===== config.mk =====
export PLATFORM = sky130hd
export DESIGN_NAME = wide_add_seq_flat
export DESIGN_NICKNAME = d
export VERILOG_FILES = /design/src/rtl/wide_add_pkg.sv /design/src/rtl/wide_add_seq_if.sv /design/src/rtl/csa_16.sv /design/src/rtl/wide_add_seq.sv /design/src/flat_wrapper.sv
export SDC_FILE = /design/constraint.sdc
export NUM_CORES = 1
export LEC_CHECK = 0
export ABC_AREA = 1
export CAP_MARGIN = 0
export CELL_PAD_IN_SITES_DETAIL_PLACEMENT = 0
export CELL_PAD_IN_SITES_GLOBAL_PLACEMENT = 2
export CORE_ASPECT_RATIO = 1.25
export CORE_MARGIN = 4
export CORE_UTILIZATION = 25
export DETAILED_ROUTE_END_ITERATION = 8
export PLACE_DENSITY_LB_ADDON = 0.1
export SLEW_MARGIN = 20
export SYNTH_ARGS = -nofsm -noshare
export SYNTH_HDL_FRONTEND = slang
export SYNTH_SLANG_ARGS = --single-unit
export TNS_END_PERCENT = 20

===== constraint.sdc =====
create_clock -name clk -period 2.8 [get_ports clk]
set_input_delay 0.56 -clock clk [delete_from_list [all_inputs] [get_ports clk]]
set_output_delay 0.56 -clock clk [all_outputs]
set_load 0.01 [all_outputs]

===== src/rtl/wide_add_pkg.sv =====
// wide_add_pkg: shared definitions for the wide_add_seq slice-sequenced adder.
//   SLICE_W  - width of one adder slice
//   state_e  - controller state encoding (2'd3 is illegal and recovers to ST_IDLE)
package wide_add_pkg;

  localparam int unsigned SLICE_W = 16;

  typedef enum logic [1:0] {
    ST_IDLE = 2'd0,
    ST_RUN  = 2'd1,
    ST_DONE = 2'd2
  } state_e;

endpackage


===== src/rtl/wide_add_seq_if.sv =====
// wide_add_seq_if: operand/result handshake bundle for wide_add_seq.
//   master: in_valid, a, b, c_in, out_ready (and sub when WIDE_ADD_SUB_EN is defined) out;
//           in_ready, out_valid, sum, c_out, busy in.
//   slave : the mirror image, used by wide_add_seq.
// Optional macro: WIDE_ADD_SUB_EN adds the 1-bit `sub` request signal.
interface wide_add_seq_if #(
  parameter int unsigned WORDS = 4
);
  import wide_add_pkg::*;

  localparam int unsigned W = WORDS * SLICE_W;

  logic         in_valid;
  logic         in_ready;
  logic [W-1:0] a;
  logic [W-1:0] b;
  logic         c_in;
  logic         out_valid;
  logic         out_ready;
  logic [W-1:0] sum;
  logic         c_out;
  logic         busy;
`ifdef WIDE_ADD_SUB_EN
  logic         sub;
`endif

  modport master (
`ifdef WIDE_ADD_SUB_EN
    output sub,
`endif
    output in_valid, a, b, c_in, out_ready,
    input  in_ready, out_valid, sum, c_out, busy
  );

  modport slave (
`ifdef WIDE_ADD_SUB_EN
    input  sub,
`endif
    input  in_valid, a, b, c_in, out_ready,
    output in_ready, out_valid, sum, c_out, busy
  );

endinterface


===== src/rtl/csa_16.sv =====
// csa_16: combinational 16-bit carry-select adder.
//   a, b  - 16-bit addends
//   cin   - carry in
//   sum   - 16-bit sum
//   cout  - carry out
module csa_16 (
  input  logic [15:0] a,
  input  logic [15:0] b,
  input  logic        cin,
  output logic [15:0] sum,
  output logic        cout
);

  logic [8:0] lo;
  logic [8:0] hi0;
  logic [8:0] hi1;

  always_comb begin
    lo  = {1'b0, a[7:0]} + {1'b0, b[7:0]} + {8'b0, cin};
    // Upper byte computed for both possible carries, picked by the low carry.
    hi0 = {1'b0, a[15:8]} + {1'b0, b[15:8]};
    hi1 = {1'b0, a[15:8]} + {1'b0, b[15:8]} + 9'd1;
    sum = {(lo[8] ? hi1[7:0] : hi0[7:0]), lo[7:0]};
    cout = lo[8] ? hi1[8] : hi0[8];
  end

endmodule


===== src/rtl/wide_add_seq.sv =====
// wide_add_seq: multi-cycle WORDS*16-bit adder. One shared csa_16 walks the operand slices
// LSB first, chaining the carry through carry_q. Result is held until the consumer takes it.
//   clk  - clock, rising edge
//   rst  - synchronous active-high reset
//   bus  - wide_add_seq_if.slave: in_valid/in_ready/a/b/c_in request side,
//          out_valid/out_ready/sum/c_out result side, busy status
// Optional macro: WIDE_ADD_SUB_EN adds bus.sub; when set at acceptance the block computes a-b
// (b slices inverted, initial carry forced to 1, c_out=1 meaning no borrow).
module wide_add_seq
  import wide_add_pkg::*;
#(
  parameter int unsigned WORDS = 4
) (
  input logic          clk,
  input logic          rst,
  wide_add_seq_if.slave bus
);

  localparam int unsigned        IDX_W    = (WORDS > 1) ? $clog2(WORDS) : 1;
  localparam logic [IDX_W-1:0]   IDX_LAST = IDX_W'(WORDS - 1);

  state_e                          state_q;
  logic [IDX_W-1:0]                idx_q;
  logic [WORDS-1:0][SLICE_W-1:0]   a_q;
  logic [WORDS-1:0][SLICE_W-1:0]   b_q;
  logic [WORDS-1:0][SLICE_W-1:0]   sum_q;
  logic                            carry_q;
  logic                            c_out_q;
  logic                            sub_q;
  logic                            in_ready_q;
  logic                            out_valid_q;
  logic                            busy_q;

  logic                            sub_in;
  logic [SLICE_W-1:0]              a_sl;
  logic [SLICE_W-1:0]              b_sl;
  logic [SLICE_W-1:0]              s_sl;
  logic                            co_sl;

`ifdef WIDE_ADD_SUB_EN
  assign sub_in = bus.sub;
`else
  assign sub_in = 1'b0;
`endif

  // Slice select; subtraction is a + ~b + 1 with the +1 injected via the initial carry.
  always_comb begin
    a_sl = a_q[idx_q];
    b_sl = b_q[idx_q] ^ {SLICE_W{sub_q}};
  end

  csa_16 u_csa (
    .a    (a_sl),
    .b    (b_sl),
    .cin  (carry_q),
    .sum  (s_sl),
    .cout (co_sl)
  );

  always_ff @(posedge clk) begin
    if (rst) begin
      state_q     <= ST_IDLE;
      idx_q       <= '0;
      a_q         <= '0;
      b_q         <= '0;
      sum_q       <= '0;
      carry_q     <= 1'b0;
      c_out_q     <= 1'b0;
      sub_q       <= 1'b0;
      in_ready_q  <= 1'b1;
      out_valid_q <= 1'b0;
      busy_q      <= 1'b0;
    end else begin
      case (state_q)
        ST_IDLE: begin
          // in_ready is high throughout IDLE, so in_valid alone completes the handshake.
          if (bus.in_valid) begin
            a_q        <= bus.a;
            b_q        <= bus.b;
            sub_q      <= sub_in;
            carry_q    <= sub_in | bus.c_in;
            idx_q      <= '0;
            state_q    <= ST_RUN;
            in_ready_q <= 1'b0;
            busy_q     <= 1'b1;
          end
        end
        ST_RUN: begin
          sum_q[idx_q] <= s_sl;
          carry_q      <= co_sl;
          if (idx_q == IDX_LAST) begin
            idx_q       <= '0;
            c_out_q     <= co_sl;
            state_q     <= ST_DONE;
            out_valid_q <= 1'b1;
          end else begin
            idx_q <= idx_q + 1'b1;
          end
        end
        ST_DONE: begin
          if (bus.out_ready) begin
            state_q     <= ST_IDLE;
            out_valid_q <= 1'b0;
            busy_q      <= 1'b0;
            in_ready_q  <= 1'b1;
          end
        end
        default: begin
          state_q     <= ST_IDLE;
          idx_q       <= '0;
          out_valid_q <= 1'b0;
          busy_q      <= 1'b0;
          in_ready_q  <= 1'b1;
        end
      endcase
    end
  end

  assign bus.in_ready  = in_ready_q;
  assign bus.out_valid = out_valid_q;
  assign bus.busy      = busy_q;
  assign bus.sum       = sum_q;
  assign bus.c_out     = c_out_q;

endmodule


===== src/flat_wrapper.sv =====
// flat-port wrapper written by rule: the top's interface ports become plain ports
module wide_add_seq_flat import wide_add_pkg::*;
#(
  parameter int unsigned WORDS = 4
)
  (clk, rst, bus_in_valid, bus_a, bus_b, bus_c_in, bus_out_ready, bus_in_ready, bus_out_valid, bus_sum, bus_c_out, bus_busy);
  wide_add_seq_if #(.WORDS(WORDS)) bus_i ();
  input logic clk;
  input logic rst;
  input wire logic [$bits(bus_i.in_valid)-1:0] bus_in_valid;
  input wire logic [$bits(bus_i.a)-1:0] bus_a;
  input wire logic [$bits(bus_i.b)-1:0] bus_b;
  input wire logic [$bits(bus_i.c_in)-1:0] bus_c_in;
  input wire logic [$bits(bus_i.out_ready)-1:0] bus_out_ready;
  output wire logic [$bits(bus_i.in_ready)-1:0] bus_in_ready;
  output wire logic [$bits(bus_i.out_valid)-1:0] bus_out_valid;
  output wire logic [$bits(bus_i.sum)-1:0] bus_sum;
  output wire logic [$bits(bus_i.c_out)-1:0] bus_c_out;
  output wire logic [$bits(bus_i.busy)-1:0] bus_busy;
  assign bus_i.in_valid = bus_in_valid;
  assign bus_i.a = bus_a;
  assign bus_i.b = bus_b;
  assign bus_i.c_in = bus_c_in;
  assign bus_i.out_ready = bus_out_ready;
  assign bus_in_ready = bus_i.in_ready;
  assign bus_out_valid = bus_i.out_valid;
  assign bus_sum = bus_i.sum;
  assign bus_c_out = bus_i.c_out;
  assign bus_busy = bus_i.busy;
  wide_add_seq #(.WORDS(WORDS)) u_core (.clk(clk), .rst(rst), .bus(bus_i));
endmodule

==> results of run 1 <==
[cells in the mapped netlist (all sizes together)]
cell type    n  share of area
clkbuf      69          0.030
fa           3         0.0068
a31oi        2         0.0014
ha          20          0.028
nand3b       3         0.0026
a211oi       1        0.00085
nor2       327           0.14
nand2       64          0.029
nand3       19          0.013
a21o         2         0.0017
o21bai      36          0.031
a21oi       40          0.023
xnor2        2         0.0020
o21ai      250           0.14
buf         13         0.0082
a21boi       1        0.00085
a22o         1        0.00099
o21a         2         0.0017
a32o         2         0.0023
inv         83          0.035
o211ai       6         0.0051
o22ai       30          0.021
xor2        10          0.011
dfxtp      201           0.46
nand4        5         0.0035
[sequential cells by signal, indices dropped and copies added, names as in the netlist]
register,cells
u_core.a_q,64
u_core.b_q,64
u_core.idx_q,2
u_core.state_q,2
u_core.bus.out_valid,1
u_core.bus.sum,64
u_core.bus.busy,1
u_core.bus.c_out,1
u_core.bus.in_ready,1
u_core.carry_q,1
[cell usage in the layout (no fill, tap or decap), drive strengths merged, types with 3 or more instances in the layout]
master | Yosys | final
nand3 | 19 | 19
clkinv | 0 | 4
buf | 13 | 53
clkbuf | 69 | 37
bufinv | 0 | 3
o21bai | 36 | 36
nand4 | 5 | 5
o211ai | 6 | 6
nand2 | 64 | 64
o21ai | 250 | 250
fa | 3 | 3
nor2 | 327 | 327
dfxtp | 201 | 201
clkdlybuf4s50 | 0 | 200
ha | 20 | 20
a21oi | 40 | 40
inv | 83 | 84
o22ai | 30 | 30
nand3b | 3 | 3
xor2 | 10 | 10
[worst max-delay path, stage by stage, from the launching register on]
cell and delay [ns]:
dfxtp_4 0.37, buf_12 0.15, o21ai_4 0.13, o22ai_2 0.10, ha_2 0.21, fa_2 0.62
ha_4 0.14, inv_1 0.04, nor2_2 0.12, nand3_2 0.10, nor2_4 0.15, xor2_2 0.19
buf_4 0.16, a21oi_1 0.05
[layout make-up]
class                           count  area (sq um)  share of cell area
Timing Repair Buffer              256          2577              0.2029
Clock inverter                      9         126.4            0.009946
Tap cell                          468         585.6             0.04609
Antenna cell                        1         2.502           0.0001969
Multi-Input combinational cell    826          4353              0.3426
Clock buffer                       35         713.2             0.05613
Inverter                           83         319.1             0.02511
Sequential cell                   201          4029              0.3171
[stage by stage]
| step | util | instance area [sq um] | setup TNS, ns | power (mW) |
|---|---|---|---|---|
| after floorplan | - | 8836 | 0 | 4.134 |
| after global placement | 0.3324 | 11510 | -0.8715 | 4.956 |
| after detailed placement | 0.3324 | 11510 | -1.308 | 4.945 |
| after CTS | 0.3586 | 12410 | -0.007725 | 8.323 |
| after global routing | 0.3670 | 12700 | -0.02510 | 8.729 |
| final | 0.3671 | 12710 | 0 | 8.299 |
[path summary, 6_finish.rpt]
| path | from | to | slack, ns | cells past startpoint |
|---|---|---|---|---|
| worst max register to register | u_core.idx_q[0]$_SDFFE_PP0P_ | u_core.bus.sum[30]$_SDFFE_PP0P_ | 0.11 | 13 |
| worst min register to register | u_core.bus.in_ready$_SDFFE_PP1P_ | u_core.bus.in_ready$_SDFFE_PP1P_ | 0.46 | 2 |
| worst max-delay path | u_core.idx_q[0]$_SDFFE_PP0P_ | u_core.bus.sum[30]$_SDFFE_PP0P_ | 0.11 | 13 |
| worst min-delay path | u_core.bus.in_ready$_SDFFE_PP1P_ | u_core.bus.in_ready$_SDFFE_PP1P_ | 0.46 | 2 |
[repair_timing]
| item | in CTS | in global routing |
|---|---|---|
| resized for setup | 9 | 57 |
| hold buffers | 0 | 0 |
| setup endpoints to repair | 15 | 40 |
| buffers inserted | 0 | 8 |
| gates cloned | 1 | 2 |
| pin swaps | 1 | 18 |
[power by group]
| part | switching [mW] | internal [mW] | leakage (nW) | total, mW |
|---|---|---|---|---|
| clock network | 1.27 | 2.04 | 0.413 | 3.31 |
| logic | 1.02 | 0.777 | 3.40 | 1.79 |
| registers | 0.129 | 3.07 | 1.66 | 3.20 |
[routing by layer]
| metal | global-route usage | vias up | part of all wire |
|---|---|---|---|
| li1 | - | 4334 | - |
| met1 | 0.2083 | 3810 | 0.46 |
| met2 | 0.2746 | 184 | 0.48 |
| met3 | 0.02826 | 33 | 0.049 |
| met4 | 0.03120 | 2 | 0.015 |
| met5 | 0 | - | 0.00041 |
[logic make-up (layout without fill, tap and decap cells)]
family / after synthesis / count (layout)
other cells: 0 / 1
buf+inv: 165 / 383
simple gates: 418 / 418
fa+ha+maj: 23 / 23
flops: 201 / 201
xor+xnor: 12 / 12
compound gates: 373 / 373
==> reports/metrics.csv, run 1 <==
stage,metric,value,unit
logic_synthesis,Compound-Gate Fraction of Synth Area,0.2320,
logic_synthesis,post-synthesis average cell area,7.393,sq um
sta,"Slew Viols, Final",0,
drt,final wirelength,31930,microns
floorplanning,Ports,201,
global_route,Total GRT Usage,0.1587,
logic_synthesis,"Cell Area, Synth",8812,sq um
floorplanning,Horiz. Die Dim,175.9,microns
logic_synthesis,Synth Area in Simple Gates,0.1903,
sta,Final setup violation count,0,
logic_synthesis,Post-Synth XOR/XNOR Area,0.01278,
critical_path,crit path max fanout,10,
floorplanning,overall die height,217.9,microns
layout,Area Overhead vs Synth,44.19,%
min_path,Hold Crit Class,reg -> reg,
layout,Nets,1548,
floorplanning,starting density of the core,0.2546,
sta,FMAX,0.3715,GHz
logic_synthesis,mux cell area share after synthesis,0,
placed_design,placed cell count,1823,
global_route,Overflow after GRT,0,
sta,setup ws final,0.1079,ns
pwr,P per Cell Area,653.2,nW/um^2
logic_synthesis,Yosys warnings,0,
clock_tree,worst skew pair latency,0.52,ns
floorplanning,die area,38330,sq um
sta,RSZ-0062 raised after global routing,true,
clock_tree,clk sinks,201,
layout,share of cells above drive strength 1,0.1092,
floorplanning,Core Box Area,34610,sq um
drt,ANT nets after route,0,
placed_design,Final GP Congestion,0.7609,
clock_tree,CTS max path bufs,3,
critical_path,WP data arrival,3.08,ns
sta,worst slew pin tran,0.6409,ns
floorplanning,num rows,76,
drt,Residual DRC,0,
drt,vias per std cell,4.451,
sta,clk_skew,0.01210,ns
clock_tree,clock slew at reported path FFs,0.06,ns
pwr,LEAKAGE,5.471,nW
logic_synthesis,Seq cells post-synth,201,
global_route,largest net degree at the start of global routing,130,
drt,Routed wire per std cell,16.99,microns
logic_synthesis,largest family of logic cells by synthesized area,compound AO/OA/AOI/OAI gates,
sta,Period minus WS final,2.692,ns
placed_design,Post-DP HPWL,22860,microns
logic_synthesis,Post-Synthesis Cells,1192,
outcome,status,completed,
critical_path,crit path capture type,register,
critical_path,Crit Path Class,reg -> reg,
clock_tree,CTS Buf Count,24,
logic_synthesis,synth unique cells,38,
run,max_cap viols,0,
global_route,vias in the first global route,8406,
critical_path,"Req. time, crit path",3.18,ns
placed_design,Port Buffers,200,
logic_synthesis,"Seq/Total Area, Yosys",0.4566,
drt,Detailed Route Iter0 Violations,492,
clock_tree,clk root buf,clkbuf_16,
clock_tree,H-tree depth,1,
sta,final worst path period share,0.9614,
pwr,worst vdd ir,0.3736,mV
drt,total number of vias,8363,
layout,Filler cells,3753,
logic_synthesis,post-synth net total,1348,
sta,Min Hold Slack,0.4575,ns
drt,DRT Pass-1 Iters,4,
layout,Layout Cells excl Fill,1879,
global_route,initial antenna violation count,2,
global_route,first-pass GRT wire length,48330,microns
sta,final hold vios,0,
sta,Relative slew margins,0.5723,
critical_path,Startpoint Class,register,
logic_synthesis,adder-cell share of the synthesized area,0.03521,
placed_design,dpl ws,-0.1517,ns
clock_tree,CTS tree,yes,
Note: power is estimated with default switching activity, not from simulation.
==> run 2, diff against run 1 <==
- GPL_TIMING_DRIVEN: unset -> 0
- RECOVER_POWER: unset -> 50
==> reports/metrics.csv, run 2 (synthesis gave the netlist of run 1 again) <==
stage,metric,value,unit
outcome,status,"complete, but fails checks",
outcome,violated checks,negative setup slack,
sta,"Slew Viols, Final",0,
sta,Final setup violation count,18,
critical_path,FF-to-FF Start,u_core.idx_q[0]$_SDFFE_PP0P_,
drt,total number of vias,8686,
clock_tree,clk root buf,clkbuf_16,
sta,final hold vios,0,
critical_path,"Req. time, crit path",3.27,ns
drt,Residual DRC,0,
critical_path,WP data arrival,3.40,ns
critical_path,R2R depth,16,
placed_design,Post-DP HPWL,27810,microns
sta,final worst path period share,1.046,
critical_path,Crit Path Class,reg -> reg,
clock_tree,# hold bufs at CTS,0,
floorplanning,starting density of the core,0.2546,
critical_path,crit path max fanout,10,
min_path,HP Start,u_core.bus.in_ready$_SDFFE_PP1P_,
clock_tree,CTS Buf Count,24,
layout,share of cells above drive strength 1,0.1107,
critical_path,CP cell instances,clkbuf_16 > inv_8 > clkbuf_8 > o21ai_4 > o22ai_2 > ha_2 > fa_2 > inv_1 > nor2_2 > nand3_4 > nor2_4 > nand2_2 > nor2_4 > xor2_4 > o21bai_1 > inv_1,
global_route,Overflow after GRT,0,
layout,final core utilization,0.3672,
drt,vias per std cell,4.538,
critical_path,Startpoint Class,register,
sta,setup ws final,-0.1291,ns
sta,Relative slew margins,0.4918,
drt,Detailed Route Iter0 Violations,552,
drt,DRT Pass-1 Iters,4,
global_route,Total GRT Usage,0.1822,
global_route,initial antenna violation count,0,
pwr,LEAKAGE,5.619,nW
drt,Routed wire per std cell,18.60,microns
clock_tree,clk sinks,201,
drt,final wirelength,35590,microns
critical_path,crit path buf inv count,5,
critical_path,reg-to-reg endpoint,u_core.bus.sum[31]$_SDFFE_PP0P_,
layout,most frequent cells in the layout,"320 x nor2_1, 227 x o21ai_0, 199 x dfxtp_1",
min_path,Worst Hold Path EP,u_core.bus.in_ready$_SDFFE_PP1P_,
pwr,P per Cell Area,627.8,nW/um^2
min_path,Hold Crit Class,reg -> reg,
floorplanning,overall die height,217.9,microns
clock_tree,CTS tree,yes,
placed_design,Port Buffers,199,
global_route,vias in the first global route,9051,
critical_path,crit path capture type,register,
placed_design,Final GP Congestion,0.8237,
critical_path,Worst Setup SP,u_core.idx_q[0]$_SDFFE_PP0P_,
critical_path,family with the most delay on the worst path,adder cells,
clock_tree,CTS max path bufs,3,
floorplanning,Horiz. Die Dim,175.9,microns
critical_path,FF-to-FF setup slack,-0.13,ns
layout,"commonest non-fill, non-tap cell in the layout",nor2_1,
sta,worst slew pin tran,0.7623,ns
sta,FMAX,0.3414,GHz
floorplanning,die area,38330,sq um
placed_design,dpl ws,-1.045,ns
layout,# diodes,0,
floorplanning,num rows,76,
global_route,largest net degree at the start of global routing,12,
sta,clk_skew,0.01224,ns
pwr,worst vdd ir,0.3226,mV
sta,RSZ-0062 raised after global routing,true,
global_route,first-pass GRT wire length,53510,microns
layout,Nets,1587,
critical_path,Crit path largest cell delay,0.56,ns
floorplanning,Core Box Area,34610,sq um
floorplanning,Ports,201,
clock_tree,clock slew at reported path FFs,0.06,ns
critical_path,Critical Path Slowest Stage Cell,fa_2,
clock_tree,H-tree depth,1,
drt,ANT nets after route,0,
run,max_cap viols,0,
sta,Period minus WS final,2.929,ns
clock_tree,worst skew pair latency,0.52,ns
layout,Area Overhead vs Synth,44.24,%
min_path,WHS Path Cells,2,
==> run 2: changes by cell type in the layout (fill, tap and decap cells not counted), sizes merged <==
cell           before  now
clkdlybuf4s50     200  130
dlygate4sd3         0   69
clkbuf             37  101
buf                53   30
bufinv              3    0
clkinv              4    6
bufbuf              1    0
clkinvlp            1    0
diode               1    0
inv                84   83
==> run 2: report_power, final <==
| group | total, mW | switching, mW | internal, mW |
|---|---|---|---|
| registers | 3.19 | 0.118 | 3.07 |
| logic | 1.88 | 1.11 | 0.768 |
| clock network | 2.91 | 1.24 | 1.68 |
| total | 7.98 | 2.46 | 5.52 |
==> run 2: worst max path at each step <==
stage | end | slack [ns] | depth (start not counted)
after detailed placement | u_core.bus.sum[15]$_SDFFE_PP0P_ | -1.05 | 19
after floorplan | u_core.bus.c_out$_SDFFE_PP0P_ | 0.0001 | 18
after global routing | u_core.carry_q$_SDFFE_PP0P_ | -0.26 | 18
after global placement | u_core.bus.sum[15]$_SDFFE_PP0P_ | -1.05 | 19
after CTS | u_core.bus.sum[31]$_SDFFE_PP0P_ | -0.17 | 19
final | u_core.bus.sum[31]$_SDFFE_PP0P_ | -0.13 | 16
==> run 2: cell type report <==
cell class                 count  area, sq um
timing repair buffer         214         2102
clock buffer                  35        683.2
sequential                   201         4029
multi-input combinational    826         4527
clock inverter                 6        30.03
tap                          468        585.6
buffer                        81        435.4
fill                        3772        21900
inverter                      83        319.1
==> run 2: what timing repair did <==
action | in CTS | in global routing
pin swaps | 18 | 11
gates cloned | 1 | 0
hold endpoints to repair | 0 | 0
setup buffers | 10 | 4
gates resized for setup | 95 | 49
endpoints found under the setup margin | 54 | 54
==> run 2: per-layer routing <==
metal  wire length, microns  GRT usage  up-vias  part of all wire
met5                      0          0        -                 0
met4                    961    0.05382        0             0.027
met3                   1642    0.02584       46             0.046
met2                  17800     0.3302      231              0.50
met1                  15190     0.2238     3991              0.43
li1                       -          -     4418                 -
==> run 2: worst reg2reg max path, stage by stage (launching register included) <==
cell and delay [ns]:
dfxtp_4 0.39, clkbuf_16 0.17, inv_8 0.04, clkbuf_8 0.16, o21ai_4 0.18, o22ai_2 0.11
ha_2 0.21, fa_2 0.56, inv_1 0.08, nor2_2 0.13, nand3_4 0.10, nor2_4 0.10
nand2_2 0.09, nor2_4 0.14, xor2_4 0.25, o21bai_1 0.11, inv_1 0.05
==> run 2: metrics by stage <==
stage               hold WS [ns]  std cells  setup TNS (ns)  area [sq um]  power (mW)
floorplan                 0.4596       1192               0          8836       4.134
global placement          0.4493       1859          -37.90         11410       4.897
detailed placement        0.4543       1859          -37.93         11410       4.897
CTS                       0.4626       1910          -3.803         12500       8.018
global route              0.4806       1914          -5.352         12710       8.409
finish                    0.4540       1914          -1.485         12710       7.980
==> run 3, diff against run 2 <==
- CELL_PAD_IN_SITES_GLOBAL_PLACEMENT: 2 -> 1
- CORE_UTILIZATION: 25 -> 33
- SYNTH_HIERARCHICAL: unset -> 1
==> reports/metrics.csv, run 3 <==
stage,metric,value,unit
sta,RSZ-0062 raised after global routing,true,
global_route,GR Layer Usage met2,0.3575,
logic_synthesis,share of synthesized registers carrying an async set or reset,0,
drt,DRT Pass-1 Iters,5,
global_route,GR Util met1,0.2581,
clock_tree,worst skew pair latency,0.51,ns
drt,Routed wire per std cell,17.40,microns
pwr,worst vdd ir,0.3092,mV
min_path,Hold Crit Class,in -> reg,
sta,Relative slew margins,0.5616,
logic_synthesis,post-synth net total,1400,
critical_path,WP data arrival,3.28,ns
critical_path,FF-to-FF setup slack,-0.05,ns
sta,Period minus WS final,2.845,ns
clock_tree,CTS Buf Count,22,
critical_path,family with the most delay on the worst path,adder cells,
critical_path,crit path buf inv count,2,
logic_synthesis,synth unique cells,38,
placed_design,Final GP Congestion,0.8237,
drt,Detailed Route Iter0 Violations,419,
logic_synthesis,Seq cells post-synth,201,
clock_tree,clock slew at reported path FFs,0.06,ns
run,max_cap viols,0,
logic_synthesis,Post-synth EDFFs,0,
placed_design,Placed Area,11500,sq um
logic_synthesis,mux cell area share after synthesis,0.001243,
global_route,initial antenna violation count,0,
logic_synthesis,most area-consuming cells after synthesis,"dfxtp_1 44%, nor2_1 15%, o21ai_0 12%, nand2_1 4.8%, nand3_1 3.4%",
outcome,violated checks,negative setup slack,
drt,ANT nets after route,0,
global_route,GR Util met3,0.02682,
logic_synthesis,adder-cell share of the synthesized area,0.03424,
critical_path,Crit Path Class,reg -> reg,
layout,# diodes,0,
pwr,LEAKAGE,5.179,nW
logic_synthesis,Compound-Gate Fraction of Synth Area,0.1819,
logic_synthesis,Post-Synth XOR/XNOR Area,0.01146,
placed_design,Post-DP HPWL,24960,microns
critical_path,Startpoint Class,register,
critical_path,crit path max fanout,10,
floorplanning,Core Box Area,26910,sq um
clock_tree,CTS max path bufs,3,
pwr,P per Cell Area,620.5,nW/um^2
global_route,Overflow after GRT,0,
outcome,status,"complete, but fails checks",
layout,"commonest non-fill, non-tap cell in the layout",nor2_1,
logic_synthesis,Synth Area in Simple Gates,0.2621,
logic_synthesis,post-synth top area share,0.4441,
sta,setup ws final,-0.04503,ns
layout,share of cells above drive strength 1,0.1438,
global_route,GR peak layer,met2,
pwr,internal power,5.604,mW
logic_synthesis,Post-Synthesis Cells,1244,
sta,worst slew pin tran,0.6576,ns
critical_path,CP dominant cell by count,nor2_4,
pwr,Seq pwr share,0.392,
logic_synthesis,"Primary FF master, synth",dfxtp_1,
drt,Residual DRC,0,
logic_synthesis,post-synthesis average cell area,7.284,sq um
placed_design,Port Buffers,199,
logic_synthesis,largest family of logic cells by synthesized area,simple AND/OR/NAND/NOR gates,
logic_synthesis,"Seq/Total Area, Yosys",0.4441,
critical_path,CP cell instances,buf_8 > clkbuf_8 > o21ai_1 > o22ai_2 > ha_4 > fa_2 > ha_2 > nand2_1 > nand3b_4 > nor2_4 > nor2_2 > nor2_4 > nand3_1 > a21oi_1,
sta,clk_skew,0.01022,ns
critical_path,Critical Path Slowest Stage Cell,fa_2,
global_route,first-pass GRT wire length,48620,microns
sta,"Slew Viols, Final",0,
layout,Nets,1644,
floorplanning,Ports,201,
logic_synthesis,cell taking the most area after synthesis,dfxtp_1,
drt,vias per std cell,4.828,
layout,Filler cells,2763,
floorplanning,Horiz. Die Dim,156.2,microns
logic_synthesis,"Cell Area, Synth",9061,sq um
sta,final hold vios,0,
pwr,Clock power frac,0.349,
floorplanning,overall die height,193.3,microns
drt,total number of vias,8917,
clock_tree,clk sinks,201,
layout,most frequent cells in the layout,"354 x nor2_1, 199 x dfxtp_1, 198 x clkdlybuf4s50_1",
clock_tree,# hold bufs at CTS,0,
global_route,vias in the first global route,8863,
clock_tree,clk root buf,clkbuf_16,
global_route,Total GRT Usage,0.2031,
layout,final instance area,13040,sq um
clock_tree,CTS tree,yes,
floorplanning,die area,30190,sq um
pwr,Logic pwr share,0.259,
floorplanning,starting density of the core,0.3367,
pwr,Sw Ratio,0.3076,
layout,final core utilization,0.4847,
sta,Final setup violation count,8,
drt,final wirelength,32150,microns
sta,FMAX,0.3515,GHz
logic_synthesis,Post-synth top cells,"367 x nor2_1, 212 x o21ai_0, 201 x dfxtp_1",
logic_synthesis,most numerous cell in the Yosys netlist,nor2_1,
logic_synthesis,Yosys warnings,6,
critical_path,Crit path largest cell delay,0.57,ns
global_route,largest net degree at the start of global routing,13,
floorplanning,num rows,67,
pwr,P_sw,2.489,mW
layout,Area Overhead vs Synth,43.94,%
clock_tree,H-tree depth,1,
critical_path,crit path capture type,register,
critical_path,"Req. time, crit path",3.23,ns
sta,final worst path period share,1.016,
-- run 3: cell types whose count changed after synthesis, sizes merged, moves of 38 or more --
cell	change
inv	-45
o21ai	-38
nand2	+59
nand3	+53
nor2	+43
-- run 3: power by group through the flow --
stage,logic (mW),clock network [mW],registers [mW]
floorplan,1.05,0,3.22
detailed placement,1.77,0,3.23
CTS,2.00,2.88,3.17
finish,2.10,2.82,3.17
global route,2.31,2.98,3.20
global placement,1.76,0,3.23
-- run 3: final timing paths --
| path | startpoint | endpoint | depth (start not counted) |
|---|---|---|---|
| setup / recovery | u_core/idx_q[0]$_SDFFE_PP0P_ | u_core/bus.sum[14]$_SDFFE_PP0P_ | 14 |
| hold / removal | rst | u_core/idx_q[1]$_SDFFE_PP0P_ | 2 |
| setup reg to reg | u_core/idx_q[0]$_SDFFE_PP0P_ | u_core/bus.sum[14]$_SDFFE_PP0P_ | 14 |
| hold reg to reg | u_core/bus.sum[10]$_SDFFE_PP0P_ | u_core/bus.sum[10]$_SDFFE_PP0P_ | 2 |
-- run 3: what timing repair did --
action                     4_1_cts  5_1_grt
gates resized for setup        132       49
cloned                           1        0
buffers inserted                15        5
setup endpoints to repair       62       45
pin swaps                       29       16
-- run 3: final cells by class --
cell class / count / area [sq um] / area share
multi-input combinational: 919 / 4962 / 0.3805
sequential: 201 / 4031 / 0.3091
timing repair buffer: 220 / 2175 / 0.1667
clock buffer: 34 / 646.9 / 0.04960
buffer: 86 / 593.1 / 0.04547
tap: 345 / 431.7 / 0.03310
inverter: 38 / 157.7 / 0.01209
clock inverter: 4 / 45.04 / 0.003454
-- run 3: through the flow --
| step | total power, mW | cells | worst slack [ns] | hold WS [ns] | setup TNS [ns] |
|---|---|---|---|---|---|
| final | 8.093 | 1847 | -0.04503 | 0.3670 | -0.1574 |
| after CTS | 8.056 | 1842 | -0.07965 | 0.3555 | -0.6621 |
| after global routing | 8.489 | 1847 | -0.1878 | 0.3714 | -4.242 |
| after global placement | 4.985 | 1788 | -1.163 | 0.4497 | -46.00 |
| after detailed placement | 5.005 | 1788 | -1.157 | 0.4531 | -46.16 |
| after floorplan | 4.265 | 1244 | -0.001252 | 0.4468 | -0.002498 |
-- run 3: cells by family (layout without fill, tap and decap cells) --
group | Yosys count | count (layout)
simple gates | 571 | 571
mux | 1 | 1
xor+xnor | 11 | 11
fa+ha+maj | 23 | 23
compound gates | 313 | 313
flops | 201 | 201
buf+inv | 124 | 382
-- run 3: metal layers --
metal	vias to the layer above	wire (microns)
met5	-	0
met4	0	892
met3	48	1731
met2	261	15800
met1	4021	13720
li1	4587	-
